`src/rtl/btn_beep_ctrl_pkg.sv`:
```
// Shared buzzer package: button FSM encoding, default timing constants
// (50 MHz system clock) and tone divider constants for the tone generator.
package btn_beep_ctrl_pkg;

  typedef enum logic [1:0] {
    ST_IDLE    = 2'd0,
    ST_PRESSED = 2'd1,
    ST_LONG    = 2'd2
  } btn_state_e;

  localparam int unsigned DEF_DEBOUNCE_CYCLES = 32'd1_000_000;
  localparam int unsigned DEF_LONG_CYCLES     = 32'd100_000_000;
  localparam int unsigned DEF_BEEP_SHORT      = 32'd5_000_000;
  localparam int unsigned DEF_BEEP_LONG       = 32'd25_000_000;

  localparam int unsigned TONE_CLK_HZ = 32'd50_000_000;
  localparam int unsigned TONE_HZ     = 32'd2_000;
  localparam int unsigned TONE_DIV    = TONE_CLK_HZ / (32'd2 * TONE_HZ);

  // Number of bits needed to hold the value n (at least one).
  function automatic int unsigned cnt_width(input int unsigned n);
    return (n < 32'd1) ? 32'd1 : $clog2(n + 32'd1);
  endfunction

endpackage

```
`src/rtl/btn_beep_ctrl_debounce.sv`:
```
// Reusable button debouncer: 2-flop synchronizer, stability counter and the
// debounced level register.
module btn_debounce
  import btn_beep_ctrl_pkg::*;
#(
  parameter int unsigned DEBOUNCE_CYCLES = DEF_DEBOUNCE_CYCLES
) (
  input  logic clk,
  input  logic rst,
  input  logic btn_raw,
  output logic btn_level
);

  localparam int unsigned CW = cnt_width(DEBOUNCE_CYCLES - 32'd1);
  localparam logic [CW-1:0] CNT_LAST = CW'(DEBOUNCE_CYCLES - 32'd1);
  localparam logic [CW-1:0] CNT_ONE  = CW'(32'd1);

  logic          sync1_q, sync1_d;
  logic          sync2_q, sync2_d;
  logic          level_q, level_d;
  logic [CW-1:0] cnt_q, cnt_d;

  // Next-state: count consecutive cycles the synchronized input disagrees with the level.
  always_comb begin
    sync1_d = btn_raw;
    sync2_d = sync1_q;
    level_d = level_q;
    cnt_d   = cnt_q;
    if (sync2_q == level_q) begin
      cnt_d = '0;
    end else if (cnt_q == CNT_LAST) begin
      level_d = sync2_q;
      cnt_d   = '0;
    end else begin
      cnt_d = cnt_q + CNT_ONE;
    end
  end

  // State registers with synchronous reset.
  always_ff @(posedge clk) begin
    if (rst) begin
      sync1_q <= 1'b0;
      sync2_q <= 1'b0;
      level_q <= 1'b0;
      cnt_q   <= '0;
    end else begin
      sync1_q <= sync1_d;
      sync2_q <= sync2_d;
      level_q <= level_d;
      cnt_q   <= cnt_d;
    end
  end

  assign btn_level = level_q;

endmodule

```
`src/rtl/btn_beep_ctrl.sv`:
```
// Button-to-buzzer controller: debounced level, press / long-press pulses and
// a retriggerable beep timer driving the tone generator enable.
module btn_beep_ctrl
  import btn_beep_ctrl_pkg::*;
#(
  parameter int unsigned DEBOUNCE_CYCLES = DEF_DEBOUNCE_CYCLES,
  parameter int unsigned LONG_CYCLES     = DEF_LONG_CYCLES,
  parameter int unsigned BEEP_SHORT      = DEF_BEEP_SHORT,
  parameter int unsigned BEEP_LONG       = DEF_BEEP_LONG
) (
  input  logic clk,
  input  logic rst,
  input  logic btn_raw,
  output logic btn_level,
  output logic btn_pulse,
  output logic btn_long,
  output logic beep_en
);

  localparam int unsigned HW = $clog2(LONG_CYCLES) + 32'd1;
  localparam int unsigned BW = cnt_width((BEEP_LONG > BEEP_SHORT) ? BEEP_LONG : BEEP_SHORT);

  localparam logic [HW-1:0] HOLD_LAST = HW'(LONG_CYCLES - 32'd1);
  localparam logic [HW-1:0] HOLD_MAX  = {HW{1'b1}};
  localparam logic [HW-1:0] HOLD_ONE  = HW'(32'd1);
  localparam logic [BW-1:0] BEEP_S    = BW'(BEEP_SHORT);
  localparam logic [BW-1:0] BEEP_L    = BW'(BEEP_LONG);
  localparam logic [BW-1:0] BEEP_ONE  = BW'(32'd1);

  logic          deb_level;
  btn_state_e    state_q, state_d;
  logic [HW-1:0] hold_q, hold_d;
  logic [BW-1:0] beep_q, beep_d;
  logic          level_q, level_d;
  logic          pulse_q, pulse_d;
  logic          long_q, long_d;
  logic          beep_en_q, beep_en_d;

  btn_debounce #(
    .DEBOUNCE_CYCLES (DEBOUNCE_CYCLES)
  ) u_debounce (
    .clk       (clk),
    .rst       (rst),
    .btn_raw   (btn_raw),
    .btn_level (deb_level)
  );

  // Next-state: press FSM with hold counter, then the beep timer fed by its pulses.
  always_comb begin
    state_d = state_q;
    hold_d  = hold_q;
    level_d = deb_level;
    pulse_d = 1'b0;
    long_d  = 1'b0;
    case (state_q)
      ST_IDLE: begin
        if (level_q) begin
          state_d = ST_PRESSED;
          hold_d  = '0;
          pulse_d = 1'b1;
        end else begin
          state_d = ST_IDLE;
        end
      end
      ST_PRESSED: begin
        if (!level_q) begin
          state_d = ST_IDLE;
        end else if (hold_q == HOLD_LAST) begin
          state_d = ST_LONG;
          long_d  = 1'b1;
        end else if (hold_q != HOLD_MAX) begin
          hold_d = hold_q + HOLD_ONE;
        end else begin
          hold_d = hold_q;
        end
      end
      ST_LONG: begin
        if (!level_q) begin
          state_d = ST_IDLE;
        end else begin
          state_d = ST_LONG;
        end
      end
      default: begin
        state_d = ST_IDLE;
        hold_d  = '0;
      end
    endcase

    // Loads restart the timer rather than adding to what is left.
    if (pulse_d) begin
      beep_d = BEEP_S;
    end else if (long_d) begin
      beep_d = BEEP_L;
    end else if (beep_q != '0) begin
      beep_d = beep_q - BEEP_ONE;
    end else begin
      beep_d = '0;
    end
    beep_en_d = (beep_d != '0);
  end

  // State and output registers; reset wins over every other event.
  always_ff @(posedge clk) begin
    if (rst) begin
      state_q   <= ST_IDLE;
      hold_q    <= '0;
      beep_q    <= '0;
      level_q   <= 1'b0;
      pulse_q   <= 1'b0;
      long_q    <= 1'b0;
      beep_en_q <= 1'b0;
    end else begin
      state_q   <= state_d;
      hold_q    <= hold_d;
      beep_q    <= beep_d;
      level_q   <= level_d;
      pulse_q   <= pulse_d;
      long_q    <= long_d;
      beep_en_q <= beep_en_d;
    end
  end

  assign btn_level = level_q;
  assign btn_pulse = pulse_q;
  assign btn_long  = long_q;
  assign beep_en   = beep_en_q;

endmodule

```
`config.mk`:
```
export PLATFORM = sky130hd
export DESIGN_NAME = btn_beep_ctrl
export DESIGN_NICKNAME = d
export VERILOG_FILES = /design/src/rtl/btn_beep_ctrl_pkg.sv /design/src/rtl/btn_beep_ctrl_debounce.sv /design/src/rtl/btn_beep_ctrl.sv
export SDC_FILE = /design/constraint.sdc
export NUM_CORES = 1
export LEC_CHECK = 0
export CAP_MARGIN = 20
export CORE_ASPECT_RATIO = 0.75
export CORE_UTILIZATION = 60
export CTS_CLUSTER_SIZE = 40
export DETAILED_ROUTE_END_ITERATION = 10
export MAX_ROUTING_LAYER = met4
export PLACE_DENSITY = 0.85
export REMOVE_ABC_BUFFERS = 1
export SYNTH_ARGS = -nofsm -noshare
export SYNTH_HDL_FRONTEND = slang
export SYNTH_SLANG_ARGS = --single-unit
```
`constraint.sdc`:
```
create_clock -name clk -period 3.7 [get_ports clk]
set_input_delay 0.555 -clock clk [delete_from_list [all_inputs] [get_ports clk]]
set_output_delay 0.555 -clock clk [all_outputs]
set_load 0.02 [all_outputs]
```
==> flow_summary_export.csv <==
group,metric,value,unit
synthesis,postSynth.asyncResetShare,0,
job,cap_viol_max_count,0,
power,combPwrFrac,0.361,
cts,root_buffer,"clkbuf_8",
layout,multi_input_area,2242,um2
floorplan,start_util,0.6271,
global_route,grt_max_degree,29,
power,internal_power,0.001872,W
floorplan,core_area,6381,um2
synthesis,synthTopCellsByArea,"dfxtp_1 (41%), xnor2_1 (11%), nor2_1 (8.0%)",
place,io_buffers,6,
place,detailed_place_hpwl,6128,um
synthesis,ys_warn_count,0,
sta,setup_viol,0,
critical_path,r2r.worst_path.cells,9,
layout,drive_above_1_share,0.06939,
synthesis,yosysSeqAreaShare,0.4103,
layout,syn_to_final_growth,8.881,%
cts,clkSlewWorstSetupHoldPaths,0.09,ns
synthesis,synthCells,480,
layout,register_area,1642,um2
hold_path,hold_path.class,"flip-flop to flip-flop",
critical_path,start_kind,"flip-flop",
power,swShare,0.3684,
route,first_pass_iters,4,
power,seqPwrFrac,0.381,
sta,clock_skew,0.01162,ns
global_route,grt_use_total,0.2736,
route,vias,3428,
route,post_drt_wl_per_cell,15.09,um
global_route,grt_pass1_wl,14160,um
layout,antenna_cells,0,
sta,min_period,2.815,ns
cts,cts_buffers,9,
critical_path,critPathCaptureType,"flip-flop",
synthesis,yosys.area.top_type,"dfxtp_1",
critical_path,crit_type,"flip-flop to flip-flop",
power,p_sw,0.001092,W
power,p_leak,1.404,nW
synthesis,synth_top_flop_cell,"dfxtp_1",
global_route,grt_pass1_vias,3075,
cts,cts_resized,0,
sta,finalHoldViolCount,0,
hold_path,holdPathStages,1,
layout,final_util,0.6827,
sta,rsz0062_at_grt,"no",
sta,drv_slew,0,
critical_path,cp_max_fo,12,
route,wl,8615,um
cts,postCtsSetupRepairBufs,0,
layout,layout_common_cells,"nor2_1 (85), dfxtp_1 (82), xnor2_1 (51), nand2_1 (35), nand3_1 (28)",
floorplan,io_pins,7,
synthesis,syn-cell-area,4001,um2
sta,clock.fmax,355.2,MHz
power,vdd_drop_max,0.0003416,V
floorplan,rows,25,
route,drc,0,
critical_path,required,3.95,ns
power,powerDensity,680.5,nW/um2
cts,htreeDepth,3,
layout,final_common_cell,"nor2_1",
critical_path,worstPathArrival,3.07,ns
sta,setup-tns-final,0,ns
synthesis,ys_seq_elements,82,
place,globalplace.congestion,0.9248,
global_route,antenna_found_initial,0,
cts,cts_max_path_buffers,2,
cts,worstSkewPairLatency,0.37,ns
layout,fillerInstances,532,
synthesis,syn-mean-instance-area,8.336,um2
run_status,status,"finished, final reports clean",
sta,slew_headroom,0.3800,
layout,nNetsFinal,495,
floorplan,die_h,72.72,um
synthesis,synth_edf_count,0,
synthesis,synth_cell_type_count,48,
global_route,overflow,0,
route,routed_via_density,6.004,
route,ant_nets,0,
sta,period_share,0.7609,
floorplan,die-area,7003,um2
cts,hold_buffers,0,
synthesis,synth.top_cell.area_share,0.4103,
cts,cts_tree,"yes",
power,clockPowerShare,0.258,
sta,worstMarginPinSlew,0.9215,ns
floorplan,die_w,96.30,um
route,dr.first_iter.drc_count,224,
cts,cts_sinks,82,
==> power by group through the flow <==
stage          sequential (W)  clock [W]  combinational, W
6_report              0.00113   0.000765           0.00107
2_1_floorplan         0.00111          0          0.000844
4_1_cts               0.00113   0.000777           0.00105
5_1_grt               0.00114   0.000808           0.00115
3_5_place_dp          0.00114          0           0.00104
3_3_place_gp          0.00114          0           0.00102
==> critical path, stage by stage (launching register included) <==
cell,delay [ns]
dfxtp_1,0.37
inv_1,0.08
ha_1,0.22
nor3b_2,0.52
nand3b_1,0.14
or4_4,0.65
nand2_2,0.16
o21ai_1,0.12
a2111oi_2,0.32
a21oi_1,0.11
==> layer usage <==
layer,vias to the layer above,wire [um],part of all wire,track usage
met2,126,3795,0.44,0.4019
met1,1611,4090,0.47,0.3612
met5,-,0,0,-
met4,0,144,0.017,0.1013
met3,20,584,0.068,0.07292
li1,1671,-,-,-
==> sequential cells by signal (all words and copies together) (netlist names) <==
register and flops:
btn_level 1, u_debounce.sync2_q 1, beep_q 25, beep_en 1, state_q 2, u_debounce.cnt_q 20, btn_pulse 1, btn_long 1
u_debounce.btn_level 1, u_debounce.sync1_q 1, hold_q 28
==> cell families after synthesis <==
kind of cell,count (synthesis),synth area share
AO/OA/AOI/OAI,44,0.06942
buffers and inverters,30,0.02940
XOR/XNOR,63,0.1379
adder cells (fa/ha/maj),7,0.02189
flip-flops,82,0.4103
AND/OR/NAND/NOR,252,0.3261
multiplexers,2,0.005003
==> synth_stat cells, types with 3 or more instances <==
master	instances
o31ai_1	4
buf_2	4
nand3_1	28
nand3b_1	3
ha_1	7
or2_2	4
o21ai_0	7
nor2b_1	7
nand2b_1	3
nor3_1	21
and3_1	5
xor2_1	12
xnor2_1	51
nor2_1	85
and4_1	4
nand4_1	11
dfxtp_1	82
nor4_1	14
nor4b_1	5
clkbuf_1	10
inv_1	16
or4_1	4
a21oi_1	18
nor4_2	3
nand2_1	35
or3_1	9
==> final timing paths <==
check	start	endpoint	slack [ns]
worst min-delay path	u_debounce.sync1_q$_SDFF_PP0_	u_debounce.sync2_q$_SDFF_PP0_	0.47
worst max register to register	beep_q[0]$_SDFF_PP0_	beep_en$_SDFF_PP0_	0.88
worst max-delay path	beep_q[0]$_SDFF_PP0_	beep_en$_SDFF_PP0_	0.88
worst min register to register	u_debounce.sync1_q$_SDFF_PP0_	u_debounce.sync2_q$_SDFF_PP0_	0.47
==> final cells by class <==
cell class,count,share of cell area
inverters,16,0.01379
repair buffers,8,0.01723
clock buffers,11,0.03475
clock inverters,5,0.01953
well taps,81,0.02326
multi-input cells,368,0.5146
flip-flops and latches,82,0.3768
==> stage by stage <==
step	hold slack [ns]	power, W	setup slack, ns	std cells	cell area, um2
floorplan	0.4138	0.001956	1.323	466	3944
global placement	0.4337	0.002151	1.113	555	4120
detailed placement	0.4640	0.002183	0.9611	555	4120
CTS	0.4804	0.002950	0.9539	571	4357
global route	0.4820	0.003102	0.7783	571	4357
finish	0.4732	0.002965	0.8847	571	4357
Power figures use the tool's default switching activity.
